--- config.mk ---
export PLATFORM = sky130hd
export DESIGN_NAME = ppg_ac_dc_extractor_flat
export DESIGN_NICKNAME = d
export VERILOG_FILES = /design/src/rtl/ppg_ac_dc_extractor_pkg.sv /design/src/rtl/ppg_ac_dc_extractor_if.sv /design/src/rtl/ppg_ac_dc_extractor_tracker.sv /design/src/rtl/ppg_ac_dc_extractor.sv /design/src/flat_wrapper.sv
export SDC_FILE = /design/constraint.sdc
export NUM_CORES = 1
export LEC_CHECK = 0
export BUFFER_PORTS_ARGS = -buffer_cell sky130_fd_sc_hd__buf_4
export CORE_MARGIN = 3
export CORE_UTILIZATION = 60
export CTS_BUF_LIST = sky130_fd_sc_hd__clkbuf_8
export DETAILED_ROUTE_END_ITERATION = 12
export PLACE_DENSITY = 0.82
export SKIP_LAST_GASP = 1
export SLEW_MARGIN = 20
export SYNTH_ARGS = -nofsm -noshare
export SYNTH_HDL_FRONTEND = slang
export SYNTH_SLANG_ARGS = --single-unit
--- constraint.sdc ---
create_clock -name CLK -period 9.21 [get_ports CLK]
set_input_delay 1.842 -clock CLK [delete_from_list [all_inputs] [get_ports CLK]]
set_output_delay 1.842 -clock CLK [all_outputs]
set_load 0.03 [all_outputs]
--- src/rtl/ppg_ac_dc_extractor_pkg.sv ---
// Shared definitions for the PPG AC/DC extractor: FSM encoding and ADC tracker constants.
// Optional saturation flags are enabled with the PPG_SAT_FLAG_EN macro.
package ppg_pkg;

    localparam int ADC_W = 8;

    localparam logic [ADC_W-1:0] ADC_MIN_INIT = 8'd255;
    localparam logic [ADC_W-1:0] ADC_MAX_INIT = 8'd0;

    typedef enum logic [2:0] {
        IDLE   = 3'b001,
        ACCUM  = 3'b010,
        REPORT = 3'b100
    } state_e;

endpackage

--- src/rtl/ppg_ac_dc_extractor_if.sv ---
// Sample/result bundle between the LED controller, the extractor and the SpO2 ratio stage.
// RED_Sat/IR_Sat exist only when PPG_SAT_FLAG_EN is defined.
interface ppg_ac_dc_extractor_if #(
    parameter int CNT_W = 8
);
    logic                      Enable;
    logic                      LED_RED;
    logic                      LED_IR;
    logic [ppg_pkg::ADC_W-1:0] RED_ADC_Value;
    logic [ppg_pkg::ADC_W-1:0] IR_ADC_Value;
    logic [ppg_pkg::ADC_W-1:0] RED_AC;
    logic [ppg_pkg::ADC_W-1:0] RED_DC;
    logic [ppg_pkg::ADC_W-1:0] IR_AC;
    logic [ppg_pkg::ADC_W-1:0] IR_DC;
    logic                      Result_Valid;
    logic [CNT_W-1:0]          Pair_Count;
`ifdef PPG_SAT_FLAG_EN
    logic                      RED_Sat;
    logic                      IR_Sat;
`endif

    modport master (
        output Enable, LED_RED, LED_IR, RED_ADC_Value, IR_ADC_Value,
        input  RED_AC, RED_DC, IR_AC, IR_DC, Result_Valid, Pair_Count
`ifdef PPG_SAT_FLAG_EN
        , input RED_Sat, IR_Sat
`endif
    );

    modport slave (
        input  Enable, LED_RED, LED_IR, RED_ADC_Value, IR_ADC_Value,
        output RED_AC, RED_DC, IR_AC, IR_DC, Result_Valid, Pair_Count
`ifdef PPG_SAT_FLAG_EN
        , output RED_Sat, IR_Sat
`endif
    );

endinterface

--- src/rtl/ppg_ac_dc_extractor_tracker.sv ---
// Per-channel min/max tracker; outputs reflect the window including the current capture.
// With PPG_SAT_FLAG_EN, also flags any 0/255 sample seen in the window.
module ppg_minmax_tracker
    import ppg_pkg::*;
(
    input  logic             clk,
    input  logic             rst_n,
    input  logic             clear_i,
    input  logic             capture_i,
    input  logic [ADC_W-1:0] sample_i,
    output logic [ADC_W-1:0] min_o,
    output logic [ADC_W-1:0] max_o,
    output logic [ADC_W-1:0] ac_o,
    output logic [ADC_W-1:0] dc_o
`ifdef PPG_SAT_FLAG_EN
    ,
    output logic             sat_o
`endif
);

    logic [ADC_W-1:0] min_q, max_q;
    logic [ADC_W-1:0] min_cur, max_cur;
    logic [ADC_W:0]   sum;
    logic             extreme;

    assign extreme = (sample_i == '0) || (sample_i == '1);

    always_comb begin
        min_cur = min_q;
        max_cur = max_q;
        if (capture_i && (sample_i < min_q)) min_cur = sample_i;
        if (capture_i && (sample_i > max_q)) max_cur = sample_i;
    end

    // An empty window leaves max below min; report it as zero rather than wrapping.
    always_comb begin
        sum  = {1'b0, max_cur} + {1'b0, min_cur};
        ac_o = '0;
        dc_o = '0;
        if (max_cur >= min_cur) begin
            ac_o = max_cur - min_cur;
            dc_o = sum[ADC_W:1];
        end
    end

    assign min_o = min_cur;
    assign max_o = max_cur;

    always_ff @(posedge clk or negedge rst_n) begin
        if (!rst_n) begin
            min_q <= ADC_MIN_INIT;
            max_q <= ADC_MAX_INIT;
        end else if (clear_i) begin
            min_q <= capture_i ? sample_i : ADC_MIN_INIT;
            max_q <= capture_i ? sample_i : ADC_MAX_INIT;
        end else begin
            min_q <= min_cur;
            max_q <= max_cur;
        end
    end

`ifdef PPG_SAT_FLAG_EN
    logic sat_q;

    assign sat_o = sat_q | (capture_i & extreme);

    always_ff @(posedge clk or negedge rst_n) begin
        if (!rst_n) begin
            sat_q <= 1'b0;
        end else if (clear_i) begin
            sat_q <= capture_i & extreme;
        end else begin
            sat_q <= sat_o;
        end
    end
`else
    logic unused_extreme;
    assign unused_extreme = extreme;
`endif

endmodule

--- src/rtl/ppg_ac_dc_extractor.sv ---
// PPG AC/DC extractor: windows RED/IR samples on LED phase falls and reports peak-to-peak and midpoint.
// Define PPG_SAT_FLAG_EN to add per-channel saturation flags.
module ppg_ac_dc_extractor
    import ppg_pkg::*;
#(
    parameter int WINDOW = 100,
    parameter int CNT_W  = 8
)(
    input  logic                  CLK,
    input  logic                  rst_n,
    ppg_ac_dc_extractor_if.slave  bus
);

    localparam int NCH = 2;  // channel 0 = RED, channel 1 = IR

    state_e           state_q, state_d;
    logic [CNT_W-1:0] count_q, count_d, count_inc;
    logic             led_red_q, led_ir_q;
    logic [NCH-1:0]   edge_cap, trk_cap;
    logic             run, trk_clear, report;
    logic             valid_q;

    logic [ADC_W-1:0] smp   [NCH];
    logic [ADC_W-1:0] ac_w  [NCH];
    logic [ADC_W-1:0] dc_w  [NCH];
    logic [ADC_W-1:0] min_w [NCH];
    logic [ADC_W-1:0] max_w [NCH];
    logic [ADC_W-1:0] ac_q  [NCH];
    logic [ADC_W-1:0] dc_q  [NCH];

    assign edge_cap[0] = led_red_q & ~bus.LED_RED;
    assign edge_cap[1] = led_ir_q  & ~bus.LED_IR;
    assign smp[0]      = bus.RED_ADC_Value;
    assign smp[1]      = bus.IR_ADC_Value;

    // REPORT clears the trackers while a same-cycle capture seeds the next window.
    assign run       = bus.Enable && (state_q != IDLE);
    assign trk_cap   = edge_cap & {NCH{run}};
    assign trk_clear = !run || (state_q == REPORT);
    assign count_inc = count_q + 1'b1;

`ifdef PPG_SAT_FLAG_EN
    logic [NCH-1:0] sat_w, sat_q;
`endif

    for (genvar gi = 0; gi < NCH; gi++) begin : g_chan
        ppg_minmax_tracker u_trk (
            .clk       (CLK),
            .rst_n     (rst_n),
            .clear_i   (trk_clear),
            .capture_i (trk_cap[gi]),
            .sample_i  (smp[gi]),
            .min_o     (min_w[gi]),
            .max_o     (max_w[gi]),
            .ac_o      (ac_w[gi]),
            .dc_o      (dc_w[gi])
`ifdef PPG_SAT_FLAG_EN
            ,
            .sat_o     (sat_w[gi])
`endif
        );
    end

    logic unused_minmax;
    assign unused_minmax = ^{min_w[0], max_w[0], min_w[1], max_w[1]};

    always_comb begin
        state_d = state_q;
        count_d = count_q;
        report  = 1'b0;
        if (!bus.Enable) begin
            state_d = IDLE;
            count_d = '0;
        end else begin
            unique case (state_q)
                IDLE: begin
                    state_d = ACCUM;
                    count_d = '0;
                end
                ACCUM: begin
                    if (edge_cap[1]) begin
                        count_d = count_inc;
                        if (count_inc == CNT_W'(WINDOW)) state_d = REPORT;
                    end
                end
                REPORT: begin
                    report  = 1'b1;
                    state_d = ACCUM;
                    count_d = edge_cap[1] ? CNT_W'(1) : '0;
                end
                default: begin
                    state_d = IDLE;
                    count_d = '0;
                end
            endcase
        end
    end

    always_ff @(posedge CLK or negedge rst_n) begin
        if (!rst_n) begin
            state_q   <= IDLE;
            count_q   <= '0;
            led_red_q <= 1'b0;
            led_ir_q  <= 1'b0;
            valid_q   <= 1'b0;
            for (int i = 0; i < NCH; i++) begin
                ac_q[i] <= '0;
                dc_q[i] <= '0;
            end
        end else begin
            state_q   <= state_d;
            count_q   <= count_d;
            led_red_q <= bus.LED_RED;
            led_ir_q  <= bus.LED_IR;
            valid_q   <= report;
            if (report) begin
                for (int i = 0; i < NCH; i++) begin
                    ac_q[i] <= ac_w[i];
                    dc_q[i] <= dc_w[i];
                end
            end
        end
    end

`ifdef PPG_SAT_FLAG_EN
    always_ff @(posedge CLK or negedge rst_n) begin
        if (!rst_n) begin
            sat_q <= '0;
        end else if (report) begin
            sat_q <= sat_w;
        end
    end

    assign bus.RED_Sat = sat_q[0];
    assign bus.IR_Sat  = sat_q[1];
`endif

    assign bus.RED_AC       = ac_q[0];
    assign bus.RED_DC       = dc_q[0];
    assign bus.IR_AC        = ac_q[1];
    assign bus.IR_DC        = dc_q[1];
    assign bus.Result_Valid = valid_q;
    assign bus.Pair_Count   = count_q;

endmodule

--- src/flat_wrapper.sv ---
// flat-port wrapper written by rule: the top's interface ports become plain ports
module ppg_ac_dc_extractor_flat import ppg_pkg::*;
#(
    parameter int WINDOW = 100,
    parameter int CNT_W  = 8
)
  (CLK, rst_n, bus_Enable, bus_LED_RED, bus_LED_IR, bus_RED_ADC_Value, bus_IR_ADC_Value, bus_RED_AC, bus_RED_DC, bus_IR_AC, bus_IR_DC, bus_Result_Valid, bus_Pair_Count);
  ppg_ac_dc_extractor_if #(.CNT_W(CNT_W)) bus_i ();
  input  logic CLK;
  input  logic rst_n;
  input wire logic [$bits(bus_i.Enable)-1:0] bus_Enable;
  input wire logic [$bits(bus_i.LED_RED)-1:0] bus_LED_RED;
  input wire logic [$bits(bus_i.LED_IR)-1:0] bus_LED_IR;
  input wire logic [$bits(bus_i.RED_ADC_Value)-1:0] bus_RED_ADC_Value;
  input wire logic [$bits(bus_i.IR_ADC_Value)-1:0] bus_IR_ADC_Value;
  output wire logic [$bits(bus_i.RED_AC)-1:0] bus_RED_AC;
  output wire logic [$bits(bus_i.RED_DC)-1:0] bus_RED_DC;
  output wire logic [$bits(bus_i.IR_AC)-1:0] bus_IR_AC;
  output wire logic [$bits(bus_i.IR_DC)-1:0] bus_IR_DC;
  output wire logic [$bits(bus_i.Result_Valid)-1:0] bus_Result_Valid;
  output wire logic [$bits(bus_i.Pair_Count)-1:0] bus_Pair_Count;
  assign bus_i.Enable = bus_Enable;
  assign bus_i.LED_RED = bus_LED_RED;
  assign bus_i.LED_IR = bus_LED_IR;
  assign bus_i.RED_ADC_Value = bus_RED_ADC_Value;
  assign bus_i.IR_ADC_Value = bus_IR_ADC_Value;
  assign bus_RED_AC = bus_i.RED_AC;
  assign bus_RED_DC = bus_i.RED_DC;
  assign bus_IR_AC = bus_i.IR_AC;
  assign bus_IR_DC = bus_i.IR_DC;
  assign bus_Result_Valid = bus_i.Result_Valid;
  assign bus_Pair_Count = bus_i.Pair_Count;
  ppg_ac_dc_extractor #(.WINDOW(WINDOW), .CNT_W(CNT_W)) u_core (.CLK(CLK), .rst_n(rst_n), .bus(bus_i));
endmodule
==> flow_metrics.env, run 1 <==
export IMPL_antenna_found_initial=0
export IMPL_cp_max_fo=15
export IMPL_clk_pin_slew_worst_paths_ps=70
export IMPL_min_to="u_core.bus.RED_AC[2]"
export IMPL_async_reset_ff_share_pct=100.0
export IMPL_rsz0062_at_grt="no"
export IMPL_final_cell_mix="nand2_1 (75), inv_1 (69), ha_1 (65), buf_4 (63)"
export IMPL_fin_util_pct=69.88
export IMPL_antennaDiodeCount=0
export IMPL_ctsResizeCount=0
export IMPL_wl_per_cell_um=16.37
export IMPL_place_area_um2=6292
export IMPL_area_growth_pct=12.23
export IMPL_drt_total_wl_mm=14.08
export IMPL_hold_viol=0
export IMPL_slowest_stage="a21oi_1"
export IMPL_cp_arrival_ps=6430
export IMPL_r2r_setup_slack_ps=4020
export IMPL_post_route_drc_count=0
export IMPL_tritoncts="yes"
export IMPL_setup_slack_ps=2995
export IMPL_first_iter_violations=345
export IMPL_crit_required_ps=9430
export IMPL_coreArea_um2=9284
export IMPL_mostFrequentLayoutCell="nand2_1"
export IMPL_maxSlewViolCount=0
export IMPL_htreeDepth=3
export IMPL_cts_sinks=78
export IMPL_preCtsSetupSlack_ps=2728
export IMPL_outcome="complete, no violations"
export IMPL_final_net_count=812
export IMPL_synth_net_count=769
export IMPL_rows=35
export IMPL_endpoint_kind="register"
export IMPL_power_density_nw_per_um2=122.3
export IMPL_gp_congestion=0.9475
export IMPL_synthFlopType="dfrtp_1"
export IMPL_whs_path_depth=2
export IMPL_worst_slew_pin_slew_ps=976.4
export IMPL_grt_max_degree=79
export IMPL_postRouteAntennaNets=0
export IMPL_fill_cells=777
export IMPL_syn_cell_area_um2=5781
export IMPL_period_share_pct=67.48
export IMPL_synthCells=683
export IMPL_vias=5085
export IMPL_ios=62
export IMPL_grt_overflow=0
export IMPL_max_stage_delay_ps=790
export IMPL_worstPathCellList="buf_4 -> ha_1 -> a21boi_0 -> o41ai_2 -> and2_0 -> nor2_1 -> a21oi_1 -> inv_1 -> ha_1 -> o21bai_1 -> a21oi_1 -> o21bai_1 -> a21oi_1 -> a311oi_1 -> o21bai_1 -> a21oi_1 -> nand2b_1 -> o21ai_0"
export IMPL_yosysSeqAreaShare_pct=34.13
export IMPL_numCtsBuffers=9
export IMPL_vdd_ir_drop_worst_uv=74.41
export IMPL_r2r_start="u_core.g_chan[0].u_trk.min_q[1]"
export IMPL_dieWidth_um=104.2
export IMPL_cap_violations=0
export IMPL_start_util_pct=62.26
export IMPL_placed_cells=844
export IMPL_start_kind="input pin"
export IMPL_ys_top_cells_by_area="dfrtp_1 (26%), ha_1 (14%), dfstp_2 (7.7%), a21oi_1 (5.3%), nand2_1 (4.9%)"
export IMPL_synth_distinct_cells=65
export IMPL_fin_worst_skew_ps=21.44
export IMPL_critical_path_class="input pin to register"
export IMPL_cpMostUsedCell="a21oi_1"
export IMPL_finalSetupViolCount=0
export IMPL_clock_path_buffers=2
export IMPL_ff2ff_path_depth=18
export IMPL_clock_latency_ps=360
export IMPL_drive_gt1_share_pct=16.01
export IMPL_cts_root_buf="clkbuf_8"
export IMPL_via_per_inst=5.913
export IMPL_postCtsSetupRepairBufs=0
export IMPL_grt_util_all_layers_pct=26.77
export IMPL_r2r_end="u_core.bus.RED_DC[5]"
export IMPL_io_buffers=61
export IMPL_hold_ws_ps=484.8
export IMPL_fin_cells=860
export IMPL_dieArea_um2=10850
export IMPL_slew_limit_headroom_pct=34.91
export IMPL_synth_top_cell_area_share_pct=26.41
export IMPL_synth_area_per_cell_um2=8.463
export IMPL_p_leak_nw=3.126
export IMPL_hold_start="u_core.bus.RED_AC[2]"
export IMPL_finalCriticalPeriod_ps=6215
export IMPL_yosys_area_top_type="dfrtp_1"
export IMPL_hpwl_mm=10.53
export IMPL_grt_pass1_vias=4923
export IMPL_timing_fmax_mhz=160.9
export IMPL_synth_edf_count=0
export IMPL_grt_pass1_wl_mm=24.01
export IMPL_worstHoldPathType="register to register"
export IMPL_total_power_mw=0.7932
export IMPL_ys_warn_count=0
export IMPL_fp_dieH_um=104.2
export IMPL_stdcell_area_um2=6487
export IMPL_dr_pass1_iters=5
export IMPL_ys_seq_elements=78
export IMPL_fin_setup_tns_ps=0
export IMPL_cts_hold_buffers_added=0
## critical path, delay by kind of cell
kind	cells	cell delay (ps)
and+or+nand+nor	3	990
AOI/OAI and AO/OA	11	2660
buffers and inverters	2	220
adders and majority gates	2	700
## worst max-delay path by stage
stage / from / end / slack [ps] / cells after the start
floorplan: bus_IR_ADC_Value[5] / u_core.bus.IR_AC[3] / 3520 / 21
global placement: bus_RED_ADC_Value[1] / u_core.bus.RED_DC[5] / 2930 / 18
detailed placement: bus_RED_ADC_Value[1] / u_core.bus.RED_DC[5] / 2730 / 18
CTS: bus_RED_ADC_Value[1] / u_core.bus.RED_DC[5] / 3080 / 18
global route: bus_RED_ADC_Value[1] / u_core.bus.RED_DC[5] / 2520 / 18
finish: bus_RED_ADC_Value[1] / u_core.bus.RED_DC[5] / 3000 / 18
## synthesized netlist by cell type, types with 2 or more instances
| master | number |
|---|---|
| nand2_1 | 75 |
| inv_1 | 68 |
| ha_1 | 65 |
| a21oi_1 | 61 |
| dfrtp_1 | 61 |
| nor2_1 | 57 |
| o21ai_0 | 37 |
| xnor2_1 | 26 |
| clkbuf_1 | 24 |
| nand3_1 | 19 |
| o31ai_1 | 19 |
| dfstp_2 | 17 |
| nor3_1 | 11 |
| xor2_1 | 9 |
| a22o_1 | 8 |
| mux2_2 | 8 |
| nand2b_1 | 7 |
| nand4_1 | 7 |
| o211ai_1 | 7 |
| a21o_1 | 6 |
| nor4_1 | 6 |
| a211oi_1 | 5 |
| a31oi_1 | 5 |
| and2_1 | 5 |
| o21bai_1 | 5 |
| and3_1 | 4 |
| buf_2 | 4 |
| nor2b_1 | 4 |
| a311oi_1 | 3 |
| nand3b_1 | 3 |
| o21a_1 | 3 |
| o21ba_2 | 3 |
| a211o_1 | 2 |
| a21boi_0 | 2 |
| and4_1 | 2 |
| buf_1 | 2 |
| o221a_2 | 2 |
| o311a_1 | 2 |
| o31a_1 | 2 |
| or3_1 | 2 |
## sequential cells by signal, summed over array words and instances, names as in the netlist
signal                     cells
u_core.g_chan.u_trk.min_q     16
u_core.bus.RED_DC              8
u_core.bus.IR_DC               8
u_core.g_chan.u_trk.max_q     16
u_core.bus.Result_Valid        1
u_core.bus.Pair_Count          8
u_core.led_red_q               1
u_core.led_ir_q                1
u_core.bus.IR_AC               8
u_core.state_q                 3
u_core.bus.RED_AC              8
## report_power, final
| part | leakage (nW) | internal (mW) | total (mW) | switching [mW] |
|---|---|---|---|---|
| Clock | 0.0974 | 0.126 | 0.262 | 0.136 |
| Sequential | 1.02 | 0.351 | 0.356 | 0.00522 |
| Combinational | 2.00 | 0.0651 | 0.175 | 0.110 |
| Total | 3.13 | 0.542 | 0.793 | 0.251 |
## metal layers
layer	wire, um	track usage [%]
met5	0	0
met4	136	5.223
met3	900	5.773
met2	6404	41.18
met1	6633	39.26
## cell type report
type                    instances  area (um^2)  area share (%)
multi-input cells             505         3426           52.81
flip-flops and latches         78         1973           30.41
repair buffers                 63        473.0           7.290
inverters                      69        259.0           3.992
well taps                     129        161.4           2.488
clock buffers                   9        123.9           1.909
clock inverters                 7        71.32           1.099
## cell families after synthesis
kind of cell	count (synthesis)	share of synthesized area, %
buffers and inverters	100	6.710
AO/OA/AOI/OAI	185	20.91
AND/OR/NAND/NOR	211	17.14
adder cells (fa/ha/maj)	65	14.07
multiplexers	9	1.732
XOR/XNOR	35	5.303
flip-flops	78	34.13
(Power assumes the default switching activity.)
==> inputs of run 2 (changes only) <==
--- a/config.mk
+++ b/config.mk
@@ -7,10 +7,10 @@
 export LEC_CHECK = 0
 export BUFFER_PORTS_ARGS = -buffer_cell sky130_fd_sc_hd__buf_4
 export CORE_MARGIN = 3
-export CORE_UTILIZATION = 60
+export CORE_UTILIZATION = 56
 export CTS_BUF_LIST = sky130_fd_sc_hd__clkbuf_8
 export DETAILED_ROUTE_END_ITERATION = 12
-export PLACE_DENSITY = 0.82
+export PLACE_DENSITY = 0.81
 export SKIP_LAST_GASP = 1
 export SLEW_MARGIN = 20
 export SYNTH_ARGS = -nofsm -noshare
==> constraint.sdc (replaced) <==
create_clock -name CLK -period 5.5 [get_ports CLK]
set_input_delay 1.1 -clock CLK [delete_from_list [all_inputs] [get_ports CLK]]
set_output_delay 1.1 -clock CLK [all_outputs]
set_load 0.03 [all_outputs]
==> flow_metrics.env, run 2 (synthesis results as in run 1) <==
export IMPL_outcome="complete, no violations"
export IMPL_grt_max_degree=79
export IMPL_final_net_count=821
export IMPL_ios=62
export IMPL_cap_violations=0
export IMPL_clk_pin_slew_worst_paths_ps=80
export IMPL_tritoncts="yes"
export IMPL_preCtsSetupSlack_ps=217.2
export IMPL_fin_setup_tns_ps=0
export IMPL_cts_sinks=78
export IMPL_endpoint_kind="register"
export IMPL_gp_congestion=0.9185
export IMPL_cts_hold_buffers_added=0
export IMPL_stdcell_area_um2=6540
export IMPL_wl_per_cell_um=15.73
export IMPL_drive_gt1_share_pct=16.89
export IMPL_io_buffers=61
export IMPL_crit_start="bus_IR_ADC_Value[6]"
export IMPL_setup_slack_ps=482.7
export IMPL_maxSlewViolCount=0
export IMPL_hpwl_mm=10.43
export IMPL_postRouteAntennaNets=0
export IMPL_critical_path_class="input pin to register"
export IMPL_p_comb_share_pct=22.7
export IMPL_fp_dieH_um=107.6
export IMPL_area_growth_pct=13.14
export IMPL_final_cell_mix="nand2_1 (75), buf_4 (72), inv_1 (69), ha_1 (65)"
export IMPL_fin_worst_skew_ps=11.84
export IMPL_rows=36
export IMPL_grt_pass1_wl_mm=23.16
export IMPL_worstHoldPathType="register to register"
export IMPL_r2r_start="u_core.g_chan[1].u_trk.max_q[6]"
export IMPL_period_share_pct=91.22
export IMPL_p_seq_share_pct=46.3
export IMPL_fin_cells=873
export IMPL_p_int_mw=0.8740
export IMPL_mostFrequentLayoutCell="nand2_1"
export IMPL_dieWidth_um=107.6
export IMPL_dieArea_um2=11580
export IMPL_postCtsSetupRepairBufs=0
export IMPL_dr_pass1_iters=5
export IMPL_grt_util_all_layers_pct=24.67
export IMPL_rsz0062_at_grt="no"
export IMPL_ctsResizeCount=0
export IMPL_antenna_found_initial=0
export IMPL_cts_root_buf="clkbuf_8"
export IMPL_clock_path_buffers=2
export IMPL_timing_fmax_mhz=199.3
export IMPL_start_util_pct=58.33
export IMPL_p_sw_share_pct=32.08
export IMPL_htreeDepth=3
export IMPL_finalCriticalPeriod_ps=5017
export IMPL_fin_util_pct=66.00
export IMPL_finalSetupViolCount=0
export IMPL_clock_latency_ps=360
export IMPL_first_iter_violations=306
export IMPL_hold_start="u_core.bus.RED_AC[3]"
export IMPL_top_regs="u_core.g_chan.u_trk.max_q (16), u_core.g_chan.u_trk.min_q (16)"
export IMPL_antennaDiodeCount=0
export IMPL_placed_cells=857
export IMPL_coreArea_um2=9910
export IMPL_vias=5094
export IMPL_numCtsBuffers=9
export IMPL_worst_slew_pin_slew_ps=995.8
export IMPL_via_per_inst=5.835
export IMPL_grt_pass1_vias=4828
export IMPL_slew_limit_headroom_pct=33.61
export IMPL_switchingPower_mw=0.4129
export IMPL_p_leak_nw=3.156
export IMPL_post_route_drc_count=0
export IMPL_vdd_ir_drop_worst_uv=123.0
export IMPL_power_density_nw_per_um2=196.8
export IMPL_cp_arrival_ps=5260
export IMPL_cp_max_fo=21
export IMPL_place_area_um2=6364
export IMPL_hold_viol=0
export IMPL_start_kind="input pin"
export IMPL_crit_required_ps=5740
export IMPL_drt_total_wl_mm=13.74
export IMPL_pwr_share_clk_pct=31.0
export IMPL_grt_overflow=0
-- run 2: changes by cell type in the layout (fill, tap and decap cells not counted), sizes merged --
cell / change
bufinv: -1
clkbuf: +1
clkinvlp: +2
buf: +9
inv: -2
-- run 2: power groups by stage --
stage / registers [mW] / logic (mW) / clock network, mW
after floorplan: 0.605 / 0.198 / 0
after global placement: 0.606 / 0.276 / 0
after detailed placement: 0.607 / 0.287 / 0
after CTS: 0.596 / 0.289 / 0.406
after global routing: 0.598 / 0.325 / 0.432
final: 0.596 / 0.292 / 0.399
-- run 2: per-stage QoR --
stage	power [mW]	hold slack [ps]
finish	1.287	486.1
global route	1.354	510.5
CTS	1.291	490.5
detailed placement	0.8941	472.9
global placement	0.8824	464.2
floorplan	0.8036	532.8
-- run 2: area by class of cell --
class	instances	area, um^2
multi-input combinational	505	3425
sequential	78	1973
timing repair buffer	72	540.5
clock buffer	10	137.6
inverter	69	259.0
tap	133	166.4
fill	828	3369
clock inverter	6	38.79
-- run 2: layer usage --
metal  routed length (um)  global-route usage, %  vias to the layer above
li1                     -                      -                     2485
met1                 6376                  34.93                     2399
met2                 6152                  38.68                      189
met3                  993                  4.679                       21
met4                  214                  6.763                        0
met5                    0                      0                        -
-- run 2: worst paths after layout --
| path | to | slack [ps] | depth (start not counted) |
|---|---|---|---|
| worst max-delay path | u_core.bus.IR_DC[3] | 480 | 19 |
| worst min-delay path | u_core.bus.RED_AC[3] | 490 | 2 |
| worst max register to register | u_core.bus.IR_DC[3] | 980 | 19 |
| worst min register to register | u_core.bus.RED_AC[3] | 490 | 2 |
| max in group asynchronous | u_core.g_chan[1].u_trk.max_q[4] | 3960 | 1 |
| min in group asynchronous | u_core.g_chan[0].u_trk.max_q[1] | 910 | 1 |
-- run 2: worst max-delay path, cell delays in order --
cell and delay [ps]:
buf_4 140, ha_1 290, o21ai_0 110, o211ai_1 170
nor3b_1 470, and2_1 610, o41ai_1 190, nor3_1 400
inv_1 90, ha_1 220, o21bai_1 140, a21oi_1 100
o21bai_1 130, a21o_1 160, nand3_1 80, a21oi_1 150
o21ba_2 320, nor2_1 110, a32o_1 260
==> inputs of run 3 (changes only) <==
--- a/config.mk
+++ b/config.mk
@@ -5,12 +5,12 @@
 export SDC_FILE = /design/constraint.sdc
 export NUM_CORES = 1
 export LEC_CHECK = 0
-export BUFFER_PORTS_ARGS = -buffer_cell sky130_fd_sc_hd__buf_4
 export CORE_MARGIN = 3
-export CORE_UTILIZATION = 56
+export CORE_UTILIZATION = 60
 export CTS_BUF_LIST = sky130_fd_sc_hd__clkbuf_8
 export DETAILED_ROUTE_END_ITERATION = 12
-export PLACE_DENSITY = 0.81
+export DONT_BUFFER_PORTS = 1
+export PLACE_DENSITY = 0.8
 export SKIP_LAST_GASP = 1
 export SLEW_MARGIN = 20
 export SYNTH_ARGS = -nofsm -noshare
==> flow_metrics.env, run 3 (synthesis results as in run 1) <==
export IMPL_outcome="complete, no violations"
export IMPL_finalSetupViolCount=0
export IMPL_dieArea_um2=10850
export IMPL_placed_cells=792
export IMPL_rows=35
export IMPL_path_buf_inv=1
export IMPL_regArea_um2=1973
export IMPL_ios=62
export IMPL_worstHoldPathType="input pin to asynchronous set/reset pin"
export IMPL_drive_gt1_share_pct=9.573
export IMPL_crit_required_ps=5700
export IMPL_grt_util_all_layers_pct=25.25
export IMPL_vdd_ir_drop_worst_uv=142.5
export IMPL_critPathTopFamily="compound AO/OA/AOI/OAI gates"
export IMPL_io_buffers=0
export IMPL_via_per_inst=6.058
export IMPL_antennaDiodeCount=0
export IMPL_final_cell_mix="nand2_1 (75), inv_1 (69), ha_1 (65), a21oi_1 (61), dfrtp_1 (61)"
export IMPL_p_leak_nw=2.839
export IMPL_area_growth_pct=5.087
export IMPL_hpwl_mm=10.23
export IMPL_ff2ff_path_depth=17
export IMPL_ctsResizeCount=0
export IMPL_slowest_stage="a21oi_1"
export IMPL_cp_max_fo=12
export IMPL_drt_total_wl_mm=13.51
export IMPL_critical_path_class="input pin to register"
export IMPL_endpoint_kind="register"
export IMPL_post_route_drc_count=0
export IMPL_period_share_pct=87.21
export IMPL_dr_pass1_iters=4
export IMPL_hold_ws_ps=430.6
export IMPL_dieWidth_um=104.2
export IMPL_top_regs="u_core.g_chan.u_trk.max_q (16), u_core.g_chan.u_trk.min_q (16)"
export IMPL_grt_max_degree=79
export IMPL_place_area_um2=5902
export IMPL_htreeDepth=3
export IMPL_cts_hold_buffers_added=0
export IMPL_antenna_found_initial=0
export IMPL_fin_setup_tns_ps=0
export IMPL_rsz0062_at_grt="no"
export IMPL_coreArea_um2=9284
export IMPL_postRouteAntennaNets=0
export IMPL_stdcell_area_um2=6075
export IMPL_tritoncts="yes"
export IMPL_final_net_count=760
export IMPL_max_stage_delay_ps=450
export IMPL_postCtsSetupRepairBufs=0
export IMPL_start_kind="input pin"
export IMPL_vias=4895
export IMPL_fin_cells=808
export IMPL_fill_cells=765
export IMPL_worst_slew_pin_slew_ps=970.5
export IMPL_multiInputGateArea_um2=3426
export IMPL_fp_dieH_um=104.2
export IMPL_grt_pass1_wl_mm=22.82
export IMPL_maxSlewViolCount=0
export IMPL_grt_overflow=0
export IMPL_cap_violations=0
export IMPL_start_util_pct=62.26
export IMPL_cts_root_buf="clkbuf_8"
export IMPL_worstPathCellList="ha_1 -> a211oi_1 -> nor2_1 -> o311a_1 -> nand2_1 -> mux2_2 -> ha_1 -> o21bai_1 -> a21oi_1 -> o21bai_1 -> a21oi_1 -> a311oi_1 -> o21bai_1 -> a21oi_1 -> buf_4 -> o31ai_1"
export IMPL_clk_pin_slew_worst_paths_ps=90
export IMPL_slew_limit_headroom_pct=35.30
export IMPL_critical_path_depth=16
export IMPL_clock_latency_ps=360
export IMPL_finalCriticalPeriod_ps=4796
export IMPL_grt_pass1_vias=4735
export IMPL_numCtsBuffers=9
export IMPL_cp_arrival_ps=4990
export IMPL_clock_path_buffers=2
export IMPL_fin_worst_skew_ps=11.59
export IMPL_mostFrequentLayoutCell="nand2_1"
export IMPL_gp_congestion=0.9094
export IMPL_cts_sinks=78
export IMPL_first_iter_violations=289
export IMPL_wl_per_cell_um=16.71
export IMPL_hold_viol=0
export IMPL_power_density_nw_per_um2=205.3
export IMPL_timing_fmax_mhz=208.5
==> run 3: cell count changes in the layout (fill, tap and decap cells not counted) <==
cell | previous run | this run
inv_6 | 0 | 2
buf_4 | 72 | 11
o21a_2 | 0 | 1
clkinvlp_4 | 4 | 3
clkbuf_8 | 10 | 9
o21a_1 | 3 | 2
==> run 3: cell type report <==
cell class                      instances  share of cell area, %
Multi-Input combinational cell        505                  56.40
Inverter                               69                  4.264
Clock buffer                            9                  2.039
Tap cell                              129                  2.657
Clock inverter                          7                 0.8033
Sequential cell                        78                  32.48
Timing Repair Buffer                   11                  1.359
==> run 3: through the flow <==
stage	worst slack [ps]	util [%]	total power, mW
after global routing	477.3	65.43	1.317
final	703.6	65.43	1.247
after global placement	583.1	63.56	0.8524
after CTS	778.1	65.43	1.250
after floorplan	554.0	-	0.8036
after detailed placement	435.4	63.57	0.8590
==> run 3: final timing paths <==
check	start	to	slack (ps)
worst min-delay path	rst_n	u_core.g_chan[0].u_trk.max_q[2]	430
max in group asynchronous	rst_n	u_core.g_chan[1].u_trk.min_q[5]	4850
min in group CLK	u_core.state_q[0]	u_core.state_q[0]	580
worst max register to register	u_core.state_q[2]	u_core.bus.RED_AC[2]	890
worst max-delay path	bus_RED_ADC_Value[5]	u_core.bus.RED_AC[2]	700
worst min register to register	u_core.state_q[0]	u_core.state_q[0]	580
==> run 3: power breakdown <==
part	switching, mW	leakage (nW)	internal [mW]	total [mW]
clock	0.229	0.0834	0.164	0.393
sequential	0.00864	1.02	0.588	0.596
combinational	0.156	1.73	0.102	0.258
total	0.393	2.84	0.855	1.25
==> run 3: metal layers <==
layer	vias up	GRT usage, %	routed length (um)
met1	2351	35.02	6195
met3	16	7.138	1049
li1	2367	-	-
met2	161	39.00	6101
met4	0	6.743	159
met5	-	0	0
